`config.mk`:
```
export PLATFORM = sky130hd
export DESIGN_NAME = tlul_main_memory_arbiter
export DESIGN_NICKNAME = d
export VERILOG_FILES = /design/src/rtl/tlul_main_memory_arbiter.sv
export SDC_FILE = /design/constraint.sdc
export NUM_CORES = 1
export LEC_CHECK = 0
export CORE_AREA = 2 2 287 289
export DETAILED_ROUTE_END_ITERATION = 8
export DIE_AREA = 0 0 289 291
export PLACE_DENSITY = 0.37
export SLEW_MARGIN = 5
export SYNTH_ARGS = -nofsm -noshare
export SYNTH_HDL_FRONTEND = slang
export SYNTH_SLANG_ARGS = --single-unit
```
`constraint.sdc`:
```
create_clock -name clk_i -period 8.2 [get_ports clk_i]
set_clock_uncertainty 0.05 [all_clocks]
set_input_delay 1.64 -clock clk_i [delete_from_list [all_inputs] [get_ports clk_i]]
set_output_delay 1.64 -clock clk_i [all_outputs]
set_load 0.01 [all_outputs]
```
`src/rtl/tlul_main_memory_arbiter.sv`:
```
// N-host TL-UL arbiter in front of the single main-memory TL-UL port.
// The A channel is granted round-robin and locked to a host while its request stalls.
// A host-index FIFO records the issuer of each accepted request, so the
// in-order D responses are routed back to the right host.

// Per-host response/ready steering: a host sees a_ready only while it is the
// granted host, and d_* only while it owns the FIFO head.
module tlul_arb_host_port #(
  parameter int SrcW = 8,
  parameter int DW   = 32
) (
  input  logic            sel_hit,
  input  logic            head_hit,
  input  logic            a_ready_en,
  input  logic            d_valid_en,
  input  logic [2:0]      rsp_opcode,
  input  logic [1:0]      rsp_size,
  input  logic [SrcW-1:0] rsp_source,
  input  logic [DW-1:0]   rsp_data,
  input  logic            rsp_error,
  output logic            a_ready,
  output logic            d_valid,
  output logic [2:0]      d_opcode,
  output logic [1:0]      d_size,
  output logic [SrcW-1:0] d_source,
  output logic [DW-1:0]   d_data,
  output logic            d_error
);
  assign a_ready  = sel_hit & a_ready_en;
  assign d_valid  = head_hit & d_valid_en;
  assign d_opcode = head_hit ? rsp_opcode : '0;
  assign d_size   = head_hit ? rsp_size   : '0;
  assign d_source = head_hit ? rsp_source : '0;
  assign d_data   = head_hit ? rsp_data   : '0;
  assign d_error  = head_hit & rsp_error;
endmodule

module tlul_main_memory_arbiter #(
  parameter  int NumHosts       = 4,
  parameter  int MaxOutstanding = 8,
  localparam int HostIdxW       = (NumHosts > 1) ? $clog2(NumHosts) : 1,
  localparam int CntW           = $clog2(MaxOutstanding + 1),
  localparam int AW             = 32,
  localparam int DW             = 32,
  localparam int SrcW           = 8,
  localparam int UserW          = 16
) (
  input  logic                               clk_i,
  input  logic                               rst_ni,
  // host-side requests
  input  logic [NumHosts-1:0]                tl_h_a_valid_i,
  input  logic [NumHosts-1:0][2:0]           tl_h_a_opcode_i,
  input  logic [NumHosts-1:0][1:0]           tl_h_a_size_i,
  input  logic [NumHosts-1:0][SrcW-1:0]      tl_h_a_source_i,
  input  logic [NumHosts-1:0][AW-1:0]        tl_h_a_address_i,
  input  logic [NumHosts-1:0][DW/8-1:0]      tl_h_a_mask_i,
  input  logic [NumHosts-1:0][DW-1:0]        tl_h_a_data_i,
  input  logic [NumHosts-1:0][UserW-1:0]     tl_h_a_user_i,
  input  logic [NumHosts-1:0]                tl_h_d_ready_i,
  // host-side responses
  output logic [NumHosts-1:0]                tl_h_a_ready_o,
  output logic [NumHosts-1:0]                tl_h_d_valid_o,
  output logic [NumHosts-1:0][2:0]           tl_h_d_opcode_o,
  output logic [NumHosts-1:0][1:0]           tl_h_d_size_o,
  output logic [NumHosts-1:0][SrcW-1:0]      tl_h_d_source_o,
  output logic [NumHosts-1:0][DW-1:0]        tl_h_d_data_o,
  output logic [NumHosts-1:0]                tl_h_d_error_o,
  // memory-side request
  output logic                               tl_d_a_valid_o,
  output logic [2:0]                         tl_d_a_opcode_o,
  output logic [1:0]                         tl_d_a_size_o,
  output logic [SrcW-1:0]                    tl_d_a_source_o,
  output logic [AW-1:0]                      tl_d_a_address_o,
  output logic [DW/8-1:0]                    tl_d_a_mask_o,
  output logic [DW-1:0]                      tl_d_a_data_o,
  output logic [UserW-1:0]                   tl_d_a_user_o,
  output logic                               tl_d_d_ready_o,
  // memory-side response
  input  logic                               tl_d_a_ready_i,
  input  logic                               tl_d_d_valid_i,
  input  logic [2:0]                         tl_d_d_opcode_i,
  input  logic [1:0]                         tl_d_d_size_i,
  input  logic [SrcW-1:0]                    tl_d_d_source_i,
  input  logic [DW-1:0]                      tl_d_d_data_i,
  input  logic                               tl_d_d_error_i,
  // status
  output logic [CntW-1:0]                    outstanding_o,
  output logic                               spurious_rsp_o
);
  localparam int PtrW = (MaxOutstanding > 1) ? $clog2(MaxOutstanding) : 1;

  logic [HostIdxW-1:0] rr_ptr, lock_idx_q, sel, rr_next, head;
  logic                lock_q, req_vld;
  logic [HostIdxW-1:0] fifo_mem [MaxOutstanding];
  logic [PtrW-1:0]     wptr, rptr;
  logic [CntW-1:0]     count;
  logic                fifo_full, fifo_empty;
  logic                a_grant, push, pop, drop;
  logic                spurious_q;

  assign fifo_full  = (count == CntW'(MaxOutstanding));
  assign fifo_empty = (count == '0);

  // Pick the granted host: the locked one, else first requester from rr_ptr onward.
  always_comb begin : p_sel
    int j;
    sel     = rr_ptr;
    req_vld = 1'b0;
    j       = 0;
    if (lock_q) begin
      sel     = lock_idx_q;
      req_vld = tl_h_a_valid_i[lock_idx_q];
    end else begin
      // Walk the ring backwards so the lowest offset from rr_ptr wins last.
      for (int i = NumHosts - 1; i >= 0; i--) begin
        j = int'(rr_ptr) + i;
        if (j >= NumHosts) j = j - NumHosts;
        if (tl_h_a_valid_i[j]) begin
          sel     = HostIdxW'(j);
          req_vld = 1'b1;
        end
      end
    end
  end

  // Next round-robin start is the host after the one just granted.
  always_comb begin
    rr_next = '0;
    if (int'(sel) != NumHosts - 1) rr_next = sel + HostIdxW'(1);
  end

  // A channel: combinational mux of the granted host, blocked while the FIFO is full.
  assign tl_d_a_valid_o   = req_vld & ~fifo_full;
  assign tl_d_a_opcode_o  = tl_h_a_opcode_i[sel];
  assign tl_d_a_size_o    = tl_h_a_size_i[sel];
  assign tl_d_a_source_o  = tl_h_a_source_i[sel];
  assign tl_d_a_address_o = tl_h_a_address_i[sel];
  assign tl_d_a_mask_o    = tl_h_a_mask_i[sel];
  assign tl_d_a_data_o    = tl_h_a_data_i[sel];
  assign tl_d_a_user_o    = tl_h_a_user_i[sel];

  assign a_grant = tl_d_a_valid_o & tl_d_a_ready_i;
  assign push    = a_grant;

  // D channel: the FIFO head owns the response; with nothing in flight,
  // responses are accepted and thrown away.
  assign head           = fifo_mem[rptr];
  assign tl_d_d_ready_o = fifo_empty ? tl_d_d_valid_i : tl_h_d_ready_i[head];
  assign pop            = ~fifo_empty & tl_d_d_valid_i & tl_h_d_ready_i[head];
  assign drop           = fifo_empty & tl_d_d_valid_i;

  // Per-host steering of a_ready and the response fields.
  for (genvar g = 0; g < NumHosts; g++) begin : g_host
    tlul_arb_host_port #(.SrcW(SrcW), .DW(DW)) u_port (
      .sel_hit    (sel == HostIdxW'(g)),
      .head_hit   (~fifo_empty & (head == HostIdxW'(g))),
      .a_ready_en (req_vld & tl_d_a_ready_i & ~fifo_full),
      .d_valid_en (tl_d_d_valid_i),
      .rsp_opcode (tl_d_d_opcode_i),
      .rsp_size   (tl_d_d_size_i),
      .rsp_source (tl_d_d_source_i),
      .rsp_data   (tl_d_d_data_i),
      .rsp_error  (tl_d_d_error_i),
      .a_ready    (tl_h_a_ready_o[g]),
      .d_valid    (tl_h_d_valid_o[g]),
      .d_opcode   (tl_h_d_opcode_o[g]),
      .d_size     (tl_h_d_size_o[g]),
      .d_source   (tl_h_d_source_o[g]),
      .d_data     (tl_h_d_data_o[g]),
      .d_error    (tl_h_d_error_o[g])
    );
  end

  // Arbitration state: advance rr_ptr and unlock on accept, lock a stalled grant.
  always_ff @(posedge clk_i or negedge rst_ni) begin
    if (!rst_ni) begin
      rr_ptr     <= '0;
      lock_q     <= 1'b0;
      lock_idx_q <= '0;
    end else if (a_grant) begin
      rr_ptr     <= rr_next;
      lock_q     <= 1'b0;
    end else if (tl_d_a_valid_o) begin
      lock_q     <= 1'b1;
      lock_idx_q <= sel;
    end
  end

  // Routing FIFO storage; contents are meaningless while count says empty.
  always_ff @(posedge clk_i) begin
    if (push) fifo_mem[wptr] <= sel;
  end

  // Routing FIFO pointers and occupancy; count is separate so any depth works.
  always_ff @(posedge clk_i or negedge rst_ni) begin
    if (!rst_ni) begin
      wptr  <= '0;
      rptr  <= '0;
      count <= '0;
    end else begin
      if (push) wptr <= (wptr == PtrW'(MaxOutstanding - 1)) ? '0 : wptr + PtrW'(1);
      if (pop)  rptr <= (rptr == PtrW'(MaxOutstanding - 1)) ? '0 : rptr + PtrW'(1);
      case ({push, pop})
        2'b10:   count <= count + CntW'(1);
        2'b01:   count <= count - CntW'(1);
        default: count <= count;
      endcase
    end
  end

  // Sticky flag for a response that arrived with nothing in flight.
  always_ff @(posedge clk_i or negedge rst_ni) begin
    if (!rst_ni)   spurious_q <= 1'b0;
    else if (drop) spurious_q <= 1'b1;
  end

  assign outstanding_o  = count;
  assign spurious_rsp_o = spurious_q;
endmodule

```
==> impl_metrics.env <==
export IMPL_status="finished, final reports clean"
export IMPL_io_buffers=741
export IMPL_synthTopCellsByArea="mux2i_1 (48%), and2_1 (19%), edfxtp_1 (7.7%)"
export IMPL_cts_made_buffers=5
export IMPL_synth_top_area_share=0.482
export IMPL_synth_most_common_cell="mux2i_1"
export IMPL_power_density_mw_per_mm2=360
export IMPL_synth_async_reset_ratio=0.500
export IMPL_synthFlopType="edfxtp_1"
export IMPL_drv_slew=0
export IMPL_hold_path_class="reg -> reg"
export IMPL_nets=1839
export IMPL_clock_fmax_mhz=150
export IMPL_grt_max_degree=60
export IMPL_placed_cells=2445
export IMPL_io_pins=742
export IMPL_drt_pass1_iterations=4
export IMPL_tns_ns=0
export IMPL_synth_largest_area_cell="mux2i_1"
export IMPL_synth_seq_cells=32
export IMPL_synth_edf_count=16
export IMPL_path_max_fanout=45
export IMPL_die_area_mm2=0.0841
export IMPL_die_y_um=291
export IMPL_finalWirelength_um=48800
export IMPL_drtIter0Drc=126
export IMPL_drc_errors=0
export IMPL_synth_nets=1142
export IMPL_antenna_found_initial=19
export IMPL_detail_route_wl_per_cell_um=19.9
export IMPL_num_rows=105
export IMPL_clockBufferDepth=2
export IMPL_min_period_over_period=0.813
export IMPL_ys_warnings_count=0
export IMPL_final_setup_viol_count=0
export IMPL_clkSinkCount=32
export IMPL_path_cells="clkdlybuf4s50_1 > a21oi_1 > o22a_1 > o22ai_1 > o21ai_1 > buf_4 > inv_6 > buf_4 > mux2i_1 > clkdlybuf4s50_1"
export IMPL_via_per_inst=3.22
export IMPL_drive_gt1_frac=0.0318
export IMPL_cts_hold_buf=0
export IMPL_dp_hpwl_um=43100
export IMPL_grt_pass1_vias=8420
export IMPL_power_mw=5.39
export IMPL_synth_cell_type_count=47
export IMPL_arrival_ns=4.98
export IMPL_cp_start_kind="input pin"
export IMPL_grt_overflow_total=0
export IMPL_cts_max_level=2
export IMPL_hold_viol=0
export IMPL_critPathMaxStageDelay_ns=0.61
export IMPL_gr_usage_all_layers=0.109
export IMPL_clockRootBuffer="clkbuf_16"
export IMPL_cts_resized_gates=0
export IMPL_clk_latency_ns=0.28
export IMPL_reg2reg_depth=11
export IMPL_ys_seq_area_frac=0.142
export IMPL_routabilityCongestion=0.892
export IMPL_relSlewSlack=0.287
export IMPL_route_vias_total=7921
export IMPL_layout_cells_non_filler=2458
export IMPL_fp_coreArea_mm2=0.0812
export IMPL_slowest_stage="clkdlybuf4s50_1"
export IMPL_fin_util=0.184
export IMPL_syn_area_per_cell_um2=9.06
export IMPL_fp_dieW_um=289
export IMPL_cts_setup_buffers=0
export IMPL_ant_nets=0
export IMPL_required_ns=6.51
export IMPL_start_util=0.0765
export IMPL_maxCapViolCount=0
export IMPL_irDropWorstVdd_mv=0.183
export IMPL_syn_area_mm2=0.00621
export IMPL_area_growth_pct=141
export IMPL_endpoint_kind="primary output"
export IMPL_power_leakage_nw=5.86
export IMPL_cts_tree="built"
export IMPL_min_path_cells=1
export IMPL_grt_first_pass_wirelength_um=64400
export IMPL_tightest_slew_ns=1.07
export IMPL_synthCells=685
export IMPL_grt_setup_unrepaired="no"
export IMPL_critical_path_class="in -> out"
export IMPL_clkSlewWorstSetupHoldPaths_ns=0.06
export IMPL_synth_common_cells="mux2i_1 (299), and2_1 (187), buf_2 (27)"
export IMPL_min_period_ns=6.67
## registers in the layout, summed over array words and instances, names as in the netlist
register        count
rr_ptr              2
spurious_rsp_o      1
rptr                3
wptr                3
fifo_mem           16
lock_idx_q          2
lock_q              1
outstanding_o       4
## through the flow
step / worst slack [ns] / hold WS [ns] / area (um2)
after global placement: 1.36 / 0.426 / 14800
after floorplan: 3.08 / 0.435 / 6210
after CTS: 1.40 / 0.439 / 14900
final: 1.53 / 0.429 / 15000
after global routing: 1.30 / 0.457 / 15000
after detailed placement: 1.42 / 0.421 / 14800
## power breakdown
| group | internal (mW) | switching, mW |
|---|---|---|
| sequential | 0.241 | 0.0763 |
| combinational | 2.55 | 2.30 |
| clock | 0.143 | 0.0712 |
## path summary, 6_finish.rpt
check	endpoint	slack [ns]	startpoint
min in group asynchronous	spurious_rsp_o	1.81	rst_ni
min	spurious_rsp_o	0.43	spurious_rsp_o
max reg2reg	outstanding_o[2]	4.75	rptr[0]
max in group asynchronous	wptr[1]	5.71	rst_ni
max	tl_d_a_address_o[18]	1.53	tl_h_a_valid_i[0]
min reg2reg	spurious_rsp_o	0.43	spurious_rsp_o
## layout by cell type, fill, tap and decap left out, types with 6 or more instances in the layout
cell / synthesis / final
clkdlybuf4s50_1: 0 / 737
mux2i_1: 299 / 299
and2_1: 187 / 187
edfxtp_1: 16 / 16
dfrtp_1: 16 / 16
buf_4: 19 / 14
ha_1: 11 / 11
nand2b_1: 7 / 7
nand2_1: 7 / 7
nor3_1: 6 / 6
inv_1: 6 / 6
a21oi_1: 6 / 6
mux2_2: 6 / 6
## cell families (layout without fill, tap and decap cells)
kind of cell,after synthesis,after routing,synth area share
multiplexers,313,313,0.515
AND/OR/NAND/NOR,232,232,0.229
buffers and inverters,71,769,0.0611
flip-flops,32,32,0.142
AO/OA/AOI/OAI,21,21,0.0238
adder cells (fa/ha/maj),11,11,0.0222
XOR/XNOR,5,5,0.00705
other,0,5,0
## final cells by class
class	instances	area, um2
Multi-Input combinational cell	582	4980
Timing Repair Buffer	754	7540
Clock buffer	5	125
Tap cell	1070	1340
Inverter	7	31.3
Fill cell	9035	66200
Sequential cell	32	881
Antenna cell	5	12.5
Clock inverter	3	42.5
## worst max-delay path, delay by kind of cell
kind | cells | cell delay [ns]
muxes | 1 | 0.30
buffers and inverters | 5 | 2.35
AOI/OAI and AO/OA | 4 | 0.57
## routing by layer
metal	vias to the layer above	track usage	wire, um
met5	-	0	121
met2	469	0.220	26900
li1	3806	-	-
met3	54	0.0414	4770
met1	3574	0.102	16300
met4	18	0.0205	771
(Power assumes the default switching activity.)
